## config.mk

```make
export PLATFORM = sky130hd
export DESIGN_NAME = servo_pwm_driver
export DESIGN_NICKNAME = d
export VERILOG_FILES = /design/src/rtl/servo_pwm_driver.sv
export SDC_FILE = /design/constraint.sdc
export NUM_CORES = 1
export LEC_CHECK = 0
export CAP_MARGIN = 20
export CORE_UTILIZATION = 55
export CTS_BUF_LIST = sky130_fd_sc_hd__clkbuf_8
export CTS_CLUSTER_DIAMETER = 50
export DETAILED_ROUTE_END_ITERATION = 10
export GPL_TIMING_DRIVEN = 0
export PLACE_DENSITY = 0.82
export SETUP_SLACK_MARGIN = 0.2
export SYNTH_ARGS = -nofsm -noshare
export SYNTH_HDL_FRONTEND = slang
export SYNTH_SLANG_ARGS = --single-unit
```

## constraint.sdc

```tcl
create_clock -name clk -period 11.4 [get_ports clk]
set_input_delay 3.42 -clock clk [delete_from_list [all_inputs] [get_ports clk]]
set_output_delay 3.42 -clock clk [all_outputs]
set_load 0.03 [all_outputs]
```

## src/rtl/servo_pwm_driver.sv

```systemverilog
// Two-channel hobby-servo PWM driver: angle pairs arrive over valid/ready,
// wait in a pending buffer, and become the active pulse widths only at frame wrap.
module servo_pwm_driver #(
  parameter int PERIOD_CYCLES = 2_000_000,
  parameter int MIN_PULSE     = 100_000,
  parameter int STEP_CYCLES   = 555,
  parameter int ANGLE_MAX     = 180
) (
  input  logic        clk,
  input  logic        reset,
  input  logic [15:0] angle0,
  input  logic [15:0] angle1,
  input  logic        in_valid,
  output logic        in_ready,
  output logic        pwm0,
  output logic        pwm1,
  output logic        frame_start,
  output logic        enabled,
  output logic        clamped
);

  localparam int              NUM_LANES = 2;
  localparam int              CW        = $clog2(PERIOD_CYCLES);
  localparam logic [CW-1:0]   CNT_LAST  = CW'(PERIOD_CYCLES - 1);
  localparam logic [15:0]     AMAX      = 16'(ANGLE_MAX);
  localparam logic [31:0]     WMIN      = 32'(MIN_PULSE);
  localparam logic [31:0]     WSTEP     = 32'(STEP_CYCLES);

  logic [CW-1:0]                  cnt_q, cnt_d;
  logic                           pend_full_q, pend_full_d;
  logic                           enabled_q, enabled_d;
  logic                           frame_start_q, frame_start_d;
  logic                           clamped_q, clamped_d;
  logic [NUM_LANES-1:0][15:0]     angle_in;
  logic [NUM_LANES-1:0][15:0]     pend_q, pend_d;
  logic [NUM_LANES-1:0][31:0]     width_q, width_d;
  logic [NUM_LANES-1:0]           pwm_q, pwm_d;
  logic [NUM_LANES-1:0]           over;
  logic                           wrap, hs, xfer;

  assign angle_in = {angle1, angle0};
  assign in_ready = !pend_full_q;

  always_comb begin
    wrap          = (cnt_q == CNT_LAST);
    hs            = in_valid && !pend_full_q;
    // in_ready is low whenever a transfer can happen, so hs and xfer never coincide
    xfer          = wrap && pend_full_q;
    cnt_d         = wrap ? '0 : cnt_q + CW'(1);
    pend_full_d   = pend_full_q;
    if (xfer)    pend_full_d = 1'b0;
    else if (hs) pend_full_d = 1'b1;
    enabled_d     = enabled_q | xfer;
    frame_start_d = enabled_d && (cnt_d == '0);
    pend_d        = pend_q;
    width_d       = width_q;
    over          = '0;
    pwm_d         = '0;
    for (int i = 0; i < NUM_LANES; i++) begin
      over[i] = (angle_in[i] > AMAX);
      if (hs)   pend_d[i]  = over[i] ? AMAX : angle_in[i];
      if (xfer) width_d[i] = WMIN + 32'(pend_q[i]) * WSTEP;
      // outputs use next-state values so the registered pwm lines up with cnt
      pwm_d[i] = enabled_d && (32'(cnt_d) < width_d[i]);
    end
    clamped_d     = hs && (|over);
  end

  always_ff @(posedge clk or negedge reset) begin
    if (!reset) begin
      cnt_q         <= '0;
      pend_full_q   <= 1'b0;
      enabled_q     <= 1'b0;
      frame_start_q <= 1'b0;
      clamped_q     <= 1'b0;
      pend_q        <= '0;
      width_q       <= {NUM_LANES{WMIN}};
      pwm_q         <= '0;
    end else begin
      cnt_q         <= cnt_d;
      pend_full_q   <= pend_full_d;
      enabled_q     <= enabled_d;
      frame_start_q <= frame_start_d;
      clamped_q     <= clamped_d;
      pend_q        <= pend_d;
      width_q       <= width_d;
      pwm_q         <= pwm_d;
    end
  end

  assign pwm0        = pwm_q[0];
  assign pwm1        = pwm_q[1];
  assign frame_start = frame_start_q;
  assign enabled     = enabled_q;
  assign clamped     = clamped_q;

endmodule
```

After elaboration in Yosys (flattened, before gate mapping)
Index checks and enable logic that the tools add are counted.
{"block": "totals", "ff_bits": 123, "latch_bits": 0, "ram_bits": 0, "rom_bits": 0, "word_cells": 38, "memories": 0}
{"block": "op_classes", "add_sub_neg": 3, "n_mul": 2, "div": 0, "n_lt_le_gt_ge": 4, "n_eq_ne": 1, "shifts": 0, "muxes": 7, "bitwise": 1, "n_reduce_logical": 10}
{"operator": "less-than comparator 21 x 32 -> 1 bit", "count": 2}
{"operator": "two-way mux 32 bit", "count": 2}
{"operator": "adder 17 x 26 -> 27 bit, first input constant", "count": 2}
{"operator": "multiplier 16 x 10 -> 26 bit, second input constant", "count": 2}
{"operator": "greater-than comparator 16 x 8 -> 1 bit, second input constant", "count": 2}
{"operator": "two-way mux 16 bit", "count": 2}
{"operator": "adder 21 x 1 -> 21 bit, second input constant", "count": 1}
{"operator": "== test 21 bit, second input constant", "count": 1}
{"operator": "logical NOT 21 bit", "count": 1}
{"operator": "two-way mux 21 bit", "count": 1}
{"operator": "logical AND 1 bit", "count": 6}
{"operator": "two-way mux 1 bit", "count": 2}
{"operator": "nonzero test 2 bit", "count": 1}
{"operator": "OR reduction 2 bit", "count": 1}
{"operator": "logical NOT 1 bit", "count": 1}
{"operator": "bitwise OR 1 bit", "count": 1}

Logic depth before layout (Yosys ltp)
{"block": "logic_depth", "ltp_word": 5, "depth_mapped": 27}

Least setup slack after synthesis
Ideal clock, no wire load.
{"block": "synth_timing", "path_kind": "register -> register", "start": "register pend_q[0] (netlist name)", "end": "register pwm_q[0]", "setup_ps": 128, "arrival_time_ps": 5860, "required_ps": 11272, "path_slack_ps": 5412, "path_stages_with_launch": 27, "path_buffers": 0, "synth_period_minus_slack_ps": 5988, "cell_sequence": "dfrtp_1 inv_1 fa_1 fa_1 inv_1 fa_1 inv_1 fa_1 inv_1 ha_1 nand4_1 nor3_1 nor3_1 a21oi_1 or3_1 a21oi_1 xnor2_1 mux2i_1 ha_1 and3_1 nand4_1 nor4_1 o221ai_1 a31oi_1 o21ai_0 nor4_1 a21oi_1"}
{"block": "synth_between", "elab_chain_cells": 5}
{"element": "start: declaration", "line": "35", "rtl": "logic [NUM_LANES-1:0][15:0] pend_q, pend_d;"}
{"element": "start signal: assignment", "line": "85", "rtl": "pend_q <= pend_d;"}
{"element": "multiplier 16 x 10 -> 26 bit", "line": "62", "rtl": "if (xfer) width_d[i] = WMIN + 32'(pend_q[i]) * WSTEP;"}
{"element": "adder 17 x 26 -> 27 bit", "line": "62"}
{"element": "two-way mux 32 bit", "line": "62"}
{"element": "less-than comparator 21 x 32 -> 1 bit", "line": "64", "rtl": "pwm_d[i] = enabled_d && (32'(cnt_d) < width_d[i]);"}
{"element": "logical AND 1 bit", "line": "64"}
{"element": "via pwm_d[0]", "line": "37", "rtl": "logic [NUM_LANES-1:0] pwm_q, pwm_d;"}
{"element": "end signal: assignment", "line": "87", "rtl": "pwm_q <= pwm_d;"}
{"element": "end: declaration", "line": "37"}
The timed path passes the listed nets, and every way through them passes these cells.
A chain may end at the register's enable or synchronous reset.

Final worst setup path
Ends and elaborated chain as after synthesis.

==> results_dict.tcl <==
set metrics [dict create \
    io_buffers 40 \
    rsz0062_at_grt "no" \
    dp_hpwl_um 22500 \
    slowest_stage "nor3_1" \
    grtUsageTotal 0.272 \
    cts_hold_buffers 0 \
    dr.pass1.iters 7 \
    cts_tree "built" \
    viasPerCell 5.87 \
    ys_types 70 \
    met1_usage 0.331 \
    worst_slew_pin_slew_ns 0.777 \
    core_um2 21100 \
    route.detailed.drc 0 \
    syn_inst 1243 \
    powerDensity_nw_per_um2 126 \
    die_h_um 149 \
    final_nets 1627 \
    vias 9333 \
    avgSynthCellArea_um2 9.53 \
    cts_buffers 17 \
    clock_latency_ns 0.47 \
    path_max_fanout 6 \
    whs_ns 0.469 \
    drv_slew 0 \
    post-route-util 0.616 \
    required_ns 11.72 \
    synth_fp_nets 1567 \
    fin_crit_sh 0.663 \
    cts_num_sinks 123 \
    ir_drop_v 0.000107 \
    drive_above_1_share 0.0524 \
    cp_data_arrival_time_ns 7.88 \
    grt_use_met2 0.480 \
    crit_buf_inv 4 \
    cts_setup_buffers 0 \
    status "finished, final reports clean" \
    antenna-diode-count 0 \
    async_flop_share 1.00 \
    grt.overflow.total 0 \
    min_path_type "reg -> reg" \
    fin_crit_ns 7.56 \
    grt-busiest-layer "met2" \
    synth_edf_count 0 \
    yosys_warnings 0 \
    finalSetupViolCount 0 \
    layout_commonest_cell "ha_1" \
    ys_seq_area_frac 0.261 \
    rows 53 \
    critPathKind "reg -> reg" \
    place.gp.congestion 0.899 \
    skew_ns 0.0129 \
    start_kind "flop" \
    grt_max_degree 104 \
    totalWireLength_um 28400 \
    mostFrequentLayoutCells "ha_1, inv_1, dfrtp_1, nand2_1, fa_1" \
    leakage_nw 6.81 \
    slew_headroom 0.482 \
    cp-end-kind "flop" \
    ios 41 \
    grt_use_met3 0.0498 \
    start_util 0.562 \
    die_area_um2 22100 \
    hold_violations 0 \
    synthesis.area_um2 11800 \
    clk_pin_slew_ns 0.09 \
    grt_pass1_wl_um 46600 \
    cts_root_buf "clkbuf_8" \
    ys_ff_latch 123 \
    grt_pass1_vias 9646 \
    fmax_ghz 0.132 \
    die_w_um 149 \
    drt_iter0_drc 521 \
    cap_violations 0 \
    crit_path_max_incr_delay_ns 0.63 \
    cp_top_family "adder cells" \
    wl_per_cell_um 17.8 \
    fin_setup_tns_ns 0 \
    cts_resized 0 \
    ys.flop_type "dfrtp_1" \
    final_antenna_net_count 0 \
    cts_max_level 4 \
    clockBufferDepth 2 \
    antenna_found_initial 0 \
    synthToLayoutAreaGrowth_pct 9.61 \
]
-- routing by layer --
metal / up-vias / part of all wire
met4: 0 / 0.026
met2: 249 / 0.51
met1: 4636 / 0.42
met3: 58 / 0.047
met5: - / 0
li1: 4390 / -
-- final cells by class --
| cell class | count | area [µm²] |
|---|---|---|
| fillers | 1703 | 8110 |
| plain buffers | 26 | 105 |
| clock inverters | 15 | 131 |
| inverters | 180 | 676 |
| repair buffers | 41 | 429 |
| flip-flops and latches | 123 | 3090 |
| multi-input cells | 914 | 7970 |
| well taps | 275 | 344 |
| clock buffers | 17 | 234 |
-- state kept, by name (all words and copies together), names as in the netlist --
register / cells
clamped: 1
cnt_q: 21
enabled: 1
frame_start: 1
pend_full_q: 1
pend_q: 32
pwm_q: 2
width_q: 64
-- cell usage after synthesis, types with 4 or more instances --
library cell,count,area [µm²]
nor3_1,15,75.1
inv_1,180,676
nand2b_1,5,31.3
nor4_1,13,81.3
a21oi_1,68,340
ha_1,209,2620
mux2_2,5,56.3
o211ai_1,4,30.0
xor2_1,20,175
o21ai_0,45,225
and2_1,20,125
a31oi_1,5,31.3
dfrtp_1,111,2780
a211oi_1,14,105
o21a_1,13,97.6
nand3_1,31,155
nand4_1,16,100
xnor2_1,28,245
nor2_1,68,255
and3_1,8,50.1
a21o_1,26,195
dfstp_2,12,315
o21bai_1,7,52.6
buf_2,6,30.0
nor2b_1,17,106
or3_1,4,25.0
a22oi_1,5,37.5
nand2_1,105,394
mux2i_1,20,200
fa_1,80,1600
clkbuf_1,20,75.1
nand3b_1,4,30.0
-- through the flow --
step	cell area, µm²	worst slack, ns	power [mW]	cells
after floorplan	11800	5.41	1.07	1243
after global placement	12600	2.05	1.23	1558
after detailed placement	12600	3.95	1.26	1559
after CTS	13000	3.89	1.64	1591
after global routing	13000	3.41	1.77	1591
final	13000	3.84	1.64	1591
-- worst min-delay path: cells and delay by family (launching register included) --
family / cells / cell delay [ns]
flip-flops: 1 / 0.33
AND/OR/NAND/NOR: 2 / 0.10
-- path summary, 6_finish.rpt --
path / start / endpoint / slack (ns) / depth (start not counted)
min: width_q[35]$_DFF_PN0_ / width_q[35]$_DFF_PN0_ / 0.47 / 2
max reg2reg: pend_q[0]$_DFFE_PN0P_ / pwm_q[0]$_DFF_PN0_ / 3.84 / 26
max in group asynchronous: reset / width_q[15]$_DFF_PN1_ / 7.79 / 2
max: pend_q[0]$_DFFE_PN0P_ / pwm_q[0]$_DFF_PN0_ / 3.84 / 26
min in group asynchronous: reset / pend_q[15]$_DFFE_PN0P_ / 2.80 / 1
min reg2reg: width_q[35]$_DFF_PN0_ / width_q[35]$_DFF_PN0_ / 0.47 / 2
-- cell families after synthesis --
kind of cell,count (synthesis),share of synthesized area
AO/OA/AOI/OAI,225,0.122
buffers and inverters,206,0.0659
AND/OR/NAND/NOR,327,0.138
multiplexers,25,0.0217
adder cells (fa/ha/maj),289,0.356
XOR/XNOR,48,0.0355
flip-flops,123,0.261
-- power breakdown --
group          internal, mW  switching (mW)
combinational         0.329           0.476
sequential            0.442          0.0154
clock                 0.158           0.217
total                 0.929           0.709
No activity file was read; power rests on OpenSTA's default activity.
